[src/rtl/adc_capture.sv]
// adc_capture: triggered ADC capture into a circular buffer with pre-trigger window,
// decimation and time-ordered readout once the record is complete.
module adc_capture #(
    parameter int DATA_W = 8,
    parameter int ADDR_W = 4,
    parameter int DEC_W  = 8
) (
    input  logic              clk,
    input  logic              reset,
    input  logic              adc_clk,
    input  logic [DATA_W-1:0] adc_data,
    input  logic              arm,
    input  logic              abort,
    input  logic [1:0]        trig_mode,
    input  logic [DATA_W-1:0] trig_level,
    input  logic              ext_trig,
    input  logic [ADDR_W-1:0] pre_len,
    input  logic [DEC_W-1:0]  decim,
    input  logic              rd_req,
    output logic [DATA_W-1:0] rd_data,
    output logic              rd_valid,
    output logic              busy,
    output logic              triggered,
    output logic              done
);
    localparam int DEPTH = 2**ADDR_W;

    typedef enum logic [2:0] {S_IDLE, S_PRE, S_ARMED, S_POST, S_DONE} state_t;

    state_t            r_state;
    logic              r_s1, r_s2, r_st, r_ext, r_has_prev;
    logic              r_busy, r_trig, r_done, r_rd_valid;
    logic [DATA_W-1:0] r_smp, r_prev, r_rd_data;
    logic [DEC_W-1:0]  r_dcnt;
    logic [ADDR_W-1:0] r_wr_ptr, r_rd_ptr, r_cnt, r_post, r_trig_addr;
    logic [DATA_W-1:0] r_mem [DEPTH];

    logic              w_edge, w_capt, w_wr, w_start, w_rd;
    logic              w_rise, w_fall, w_fire;
    logic [ADDR_W-1:0] w_post_init;

    assign w_edge  = r_s1 & ~r_s2;
    assign w_capt  = (r_state == S_PRE) || (r_state == S_ARMED) || (r_state == S_POST);
    assign w_wr    = r_st & w_capt;
    assign w_start = arm & ~abort & ((r_state == S_IDLE) || (r_state == S_DONE));
    assign w_rd    = rd_req & ~abort & ~w_start & (r_state == S_DONE);
    // DEPTH-1-pre_len is simply the bitwise complement when DEPTH is a power of two
    assign w_post_init = ~pre_len;

    assign w_rise = r_has_prev && (r_prev < trig_level) && (r_smp >= trig_level);
    assign w_fall = r_has_prev && (r_prev > trig_level) && (r_smp <= trig_level);
    assign w_fire = (trig_mode == 2'b00) ? 1'b1 :
                    (trig_mode == 2'b01) ? w_rise :
                    (trig_mode == 2'b10) ? w_fall : r_ext;

    assign rd_data   = r_rd_data;
    assign rd_valid  = r_rd_valid;
    assign busy      = r_busy;
    assign triggered = r_trig;
    assign done      = r_done;

    always_ff @(posedge clk or posedge reset) begin
        if (reset) begin
            r_state     <= S_IDLE;
            r_s1        <= 1'b0;
            r_s2        <= 1'b0;
            r_st        <= 1'b0;
            r_ext       <= 1'b0;
            r_has_prev  <= 1'b0;
            r_busy      <= 1'b0;
            r_trig      <= 1'b0;
            r_done      <= 1'b0;
            r_rd_valid  <= 1'b0;
            r_smp       <= '0;
            r_prev      <= '0;
            r_dcnt      <= '0;
            r_wr_ptr    <= '0;
            r_rd_ptr    <= '0;
            r_cnt       <= '0;
            r_post      <= '0;
            r_trig_addr <= '0;
        end else begin
            r_s1       <= adc_clk;
            r_s2       <= r_s1;
            r_rd_valid <= w_rd;
            r_st       <= 1'b0;
            if (w_edge) begin
                r_smp <= adc_data;
                r_ext <= ext_trig;
                r_st  <= r_busy && (r_dcnt == '0);
                if (r_busy)
                    r_dcnt <= (r_dcnt == '0) ? decim : r_dcnt - 1'b1;
            end
            if (w_wr) begin
                r_wr_ptr   <= r_wr_ptr + 1'b1;
                r_prev     <= r_smp;
                r_has_prev <= 1'b1;
            end
            if (w_rd)
                r_rd_ptr <= r_rd_ptr + 1'b1;
            if (abort) begin
                r_state <= S_IDLE;
                r_busy  <= 1'b0;
                r_trig  <= 1'b0;
                r_done  <= 1'b0;
            end else if (w_start) begin
                r_state    <= (pre_len == '0) ? S_ARMED : S_PRE;
                r_wr_ptr   <= '0;
                r_cnt      <= '0;
                r_dcnt     <= '0;
                r_has_prev <= 1'b0;
                r_busy     <= 1'b1;
                r_trig     <= 1'b0;
                r_done     <= 1'b0;
            end else begin
                case (r_state)
                    S_PRE: if (r_st) begin
                        r_cnt <= r_cnt + 1'b1;
                        if (r_cnt + 1'b1 == pre_len)
                            r_state <= S_ARMED;
                    end
                    S_ARMED: if (r_st && w_fire) begin
                        r_trig_addr <= r_wr_ptr;
                        r_trig      <= 1'b1;
                        r_post      <= w_post_init;
                        if (w_post_init == '0) begin
                            r_state  <= S_DONE;
                            r_busy   <= 1'b0;
                            r_done   <= 1'b1;
                            r_rd_ptr <= r_wr_ptr - pre_len;
                        end else begin
                            r_state <= S_POST;
                        end
                    end
                    S_POST: if (r_st) begin
                        r_post <= r_post - 1'b1;
                        if (r_post == ADDR_W'(1)) begin
                            r_state  <= S_DONE;
                            r_busy   <= 1'b0;
                            r_done   <= 1'b1;
                            r_rd_ptr <= r_trig_addr - pre_len;
                        end
                    end
                    default: ;
                endcase
            end
        end
    end

    always_ff @(posedge clk) begin
        if (w_wr)
            r_mem[r_wr_ptr] <= r_smp;
    end

    always_ff @(posedge clk or posedge reset) begin
        if (reset)
            r_rd_data <= '0;
        else if (w_rd)
            r_rd_data <= r_mem[r_rd_ptr];
    end
endmodule
[config.mk]
export PLATFORM = sky130hd
export DESIGN_NAME = adc_capture
export DESIGN_NICKNAME = d
export VERILOG_FILES = /design/src/rtl/adc_capture.sv
export SDC_FILE = /design/constraint.sdc
export NUM_CORES = 1
export LEC_CHECK = 0
export CAP_MARGIN = 40
export CORE_MARGIN = 4
export CORE_UTILIZATION = 60
export CTS_CLUSTER_SIZE = 24
export DETAILED_ROUTE_END_ITERATION = 16
export PLACE_DENSITY_LB_ADDON = 0.15
export SETUP_SLACK_MARGIN = 0.15
export SLEW_MARGIN = 20
export SYNTH_ARGS = -nofsm -noshare
export SYNTH_HDL_FRONTEND = slang
export SYNTH_SLANG_ARGS = --single-unit
[constraint.sdc]
create_clock -name clk -period 2.6 [get_ports clk]
set_input_delay 0.52 -clock clk [delete_from_list [all_inputs] [get_ports clk]]
set_output_delay 0.52 -clock clk [all_outputs]
set_load 0.1 [all_outputs]
==> run_results.csv <==
group,metric,value,unit
final_layout,drive_gt1_share,24.8,%
final_layout,final_common_cell,"edfxtp_1",
final_layout,design_area,11000,sq um
timing,fmax,0.422,GHz
power,total_power,9.01,mW
die,row_count,44,
clocking,htreeDepth,4,
critical_path,rr_worst_depth,10,
placed_design,dp_hpwl,13700,microns
drt,initialDrtViolationCount,485,
drt,via_per_inst,6.36,
synthesis,avgSynthCellArea,14.8,sq um
timing,fin_skew,0.0141,ns
timing,fin_crit_sh,91.0,%
job,max_cap_viol_count,0,
clocking,clock_sinks,192,
timing,maxSlewViolCount,0,
die,start_util,62.1,%
critical_path,cp-end-kind,"register",
critical_path,timing.rr.end,"r_trig_addr[1]",
synthesis,synth_warnings,0,
global_route,grt_pass1_vias,5869,
timing,tightest_slew,0.600,ns
die,die_h,132,microns
synthesis,synth.net_count,689,
global_route,grt_pass1_wl,32800,microns
clocking,numCtsBuffers,17,
critical_path,r2r-start,"r_prev[1]",
power,total_leakage_power,4.21,nW
die,die_w,132,microns
synthesis,synth_area,9170,sq um
placed_design,port_buffers,48,
die,fp.dieArea,17300,sq um
synthesis,postSynth.asyncResetShare,33.3,%
global_route,gr-total-overflow,0,
critical_path,cp_max_fo,5,
final_layout,final_cell_mix,"128 x edfxtp_1, 64 x dfrtp_1, 60 x buf_4",
drt,dr.pass1.iters,5,
critical_path,cpPeakStageDelay,0.43,ns
clocking,cts_root_buf,"clkbuf_16",
synthesis,yosys_register_bits,192,
drt,routed_wl,20700,microns
global_route,grt_usage,24.4,%
critical_path,path_cells,"ha_4 > nor2b_4 > o211ai_2 > a21oi_2 > a211oi_4 > buf_6 > and2_4 > o311ai_4 > buf_4 > mux2i_1",
drt,detail_route.wl_per_cell,22.8,microns
drt,drt_drc_violations_left,0,
critical_path,cp-endpoint,"r_trig_addr[1]",
critical_path,critPathBufInv,2,
global_route,grt_max_degree,36,
final_layout,syn_to_final_growth,20.1,%
final_layout,final_nets,781,
critical_path,crit_start,"r_prev[1]",
clocking,tritoncts,"yes",
critical_path,rrSetupSlack,0.23,ns
clocking,clk_pin_slew_worst_paths,0.06,ns
synthesis,ys.flop_type,"edfxtp_1",
critical_path,crit_slowest_cell,"dfrtp_1",
clocking,cts_buffer_depth,2,
die,ios,49,
clocking,clkLatencyLatePin,0.43,ns
drt,vias,5764,
synthesis,yosysUniqueCellTypes,70,
power,power.density,819,nW/um^2
critical_path,path_depth,10,
synthesis,yosysSeqAreaShare,59.4,%
final_layout,antennaDiodeCount,0,
critical_path,critPathKind,"reg2reg",
synthesis,syn_inst,618,
critical_path,crit_family,"compound AO/OA/AOI/OAI gates",
critical_path,critPathLaunchType,"register",
timing,rsz0062_at_grt,"false",
timing,max_slew_margin,59.7,%
power,irDropWorstVdd,838,uV
synthesis,synth-edff-count,128,
drt,drtAntennaViolNets,0,
timing,setup_violations,0,
timing,finalCriticalPeriod,2.37,ns
critical_path,cp_data_arrival_time,2.71,ns
die,core_area,14800,sq um
worst_hold_path,hold_class,"reg2reg",
critical_path,required,2.94,ns
placed_design,dpl_cell_area,10100,sq um
status,status,"finished clean",
timing,hold_viol_final,0,
placed_design,gp_congestion,0.925,
global_route,antenna_found_initial,0,
-- flip-flops by register name, indices dropped and copies added (netlist names), 3 cells and up --
signal	count
r_mem	128
r_dcnt	8
r_prev	8
r_smp	8
rd_data	8
r_cnt	4
r_post	4
r_rd_ptr	4
r_trig_addr	4
r_wr_ptr	4
r_state	3
-- cell usage after synthesis (all sizes together), types with 4 or more instances --
master	n	share of area, %
nand4	6	0.41
ha	32	4.4
buf	14	1.1
o21ai	23	1.3
dfrtp	64	17
o211ai	7	0.63
mux4	40	11
o31ai	5	0.41
xor2	9	0.86
a31oi	4	0.27
nor3b	4	0.38
clkbuf	13	0.64
nor3	14	0.87
nand2b	5	0.34
nand2	35	1.4
mux2	26	3.6
a211oi	4	0.46
nor2	33	1.4
a21oi	28	1.5
nand3	14	0.76
mux2i	6	0.66
inv	28	1.1
and2	19	1.3
o311ai	5	0.67
edfxtp	128	42
xnor2	10	0.96
-- worst min-delay path by stage --
stage                     start   endpoint  slack, ns  cells past startpoint
after global placement     r_s1       r_s2       0.36                      0
final                      r_s1       r_s2       0.38                      0
after CTS                 reset  r_dcnt[1]       0.39                      2
after global routing       r_s1       r_s2       0.40                      0
after detailed placement   r_s1       r_s2       0.38                      0
after floorplan            r_s1       r_s2       0.35                      0
-- layout make-up --
type / instances / area (sq um)
repair buffers: 100 / 898
fillers: 876 / 3750
flip-flops and latches: 192 / 5450
well taps: 184 / 230
multi-input cells: 371 / 3730
clock buffers: 21 / 440
clock inverters: 11 / 155
inverters: 28 / 105
-- cell families (layout without fill, tap and decap cells) --
kind of cell	Yosys count	count (layout)	synth area share (%)
xor+xnor	20	20	2.08
mux	72	72	15.3
simple gates	150	150	8.61
compound gates	95	95	6.92
flops	192	192	59.4
buf+inv	55	160	2.85
fa+ha+maj	34	34	4.81
-- timing repair --
action | CTS | global route
hold buffers | 0 | 0
pin swaps | 11 | 16
gates resized for setup | 24 | 33
setup endpoints to repair | 16 | 20
setup buffers | 1 | 1
-- through the flow --
step                hold WS, ns  util, %  worst slack (ns)  TNS (ns)  cells
floorplan                 0.347        -             0.165         0    618
global placement          0.355     68.5            -0.387     -5.26    873
detailed placement        0.375     68.5            -0.497     -7.06    873
CTS                       0.390     73.3             0.156         0    906
global route              0.399     74.6             0.143         0    907
finish                    0.384     74.6             0.233         0    907
-- where the power goes --
part | leakage, nW | internal [mW] | switching (mW) | total [mW]
sequential | 1.97 | 3.55 | 0.257 | 3.80
combinational | 1.96 | 1.17 | 1.40 | 2.57
clock | 0.287 | 1.53 | 1.11 | 2.64
-- routing by layer --
layer	GRT usage [%]	vias to the layer above	wire (microns)
li1	-	2571	-
met4	6.88	0	437
met3	4.32	38	1220
met1	35.7	2931	9050
met5	0	-	0
met2	38.3	224	9990
(Power assumes the default switching activity.)
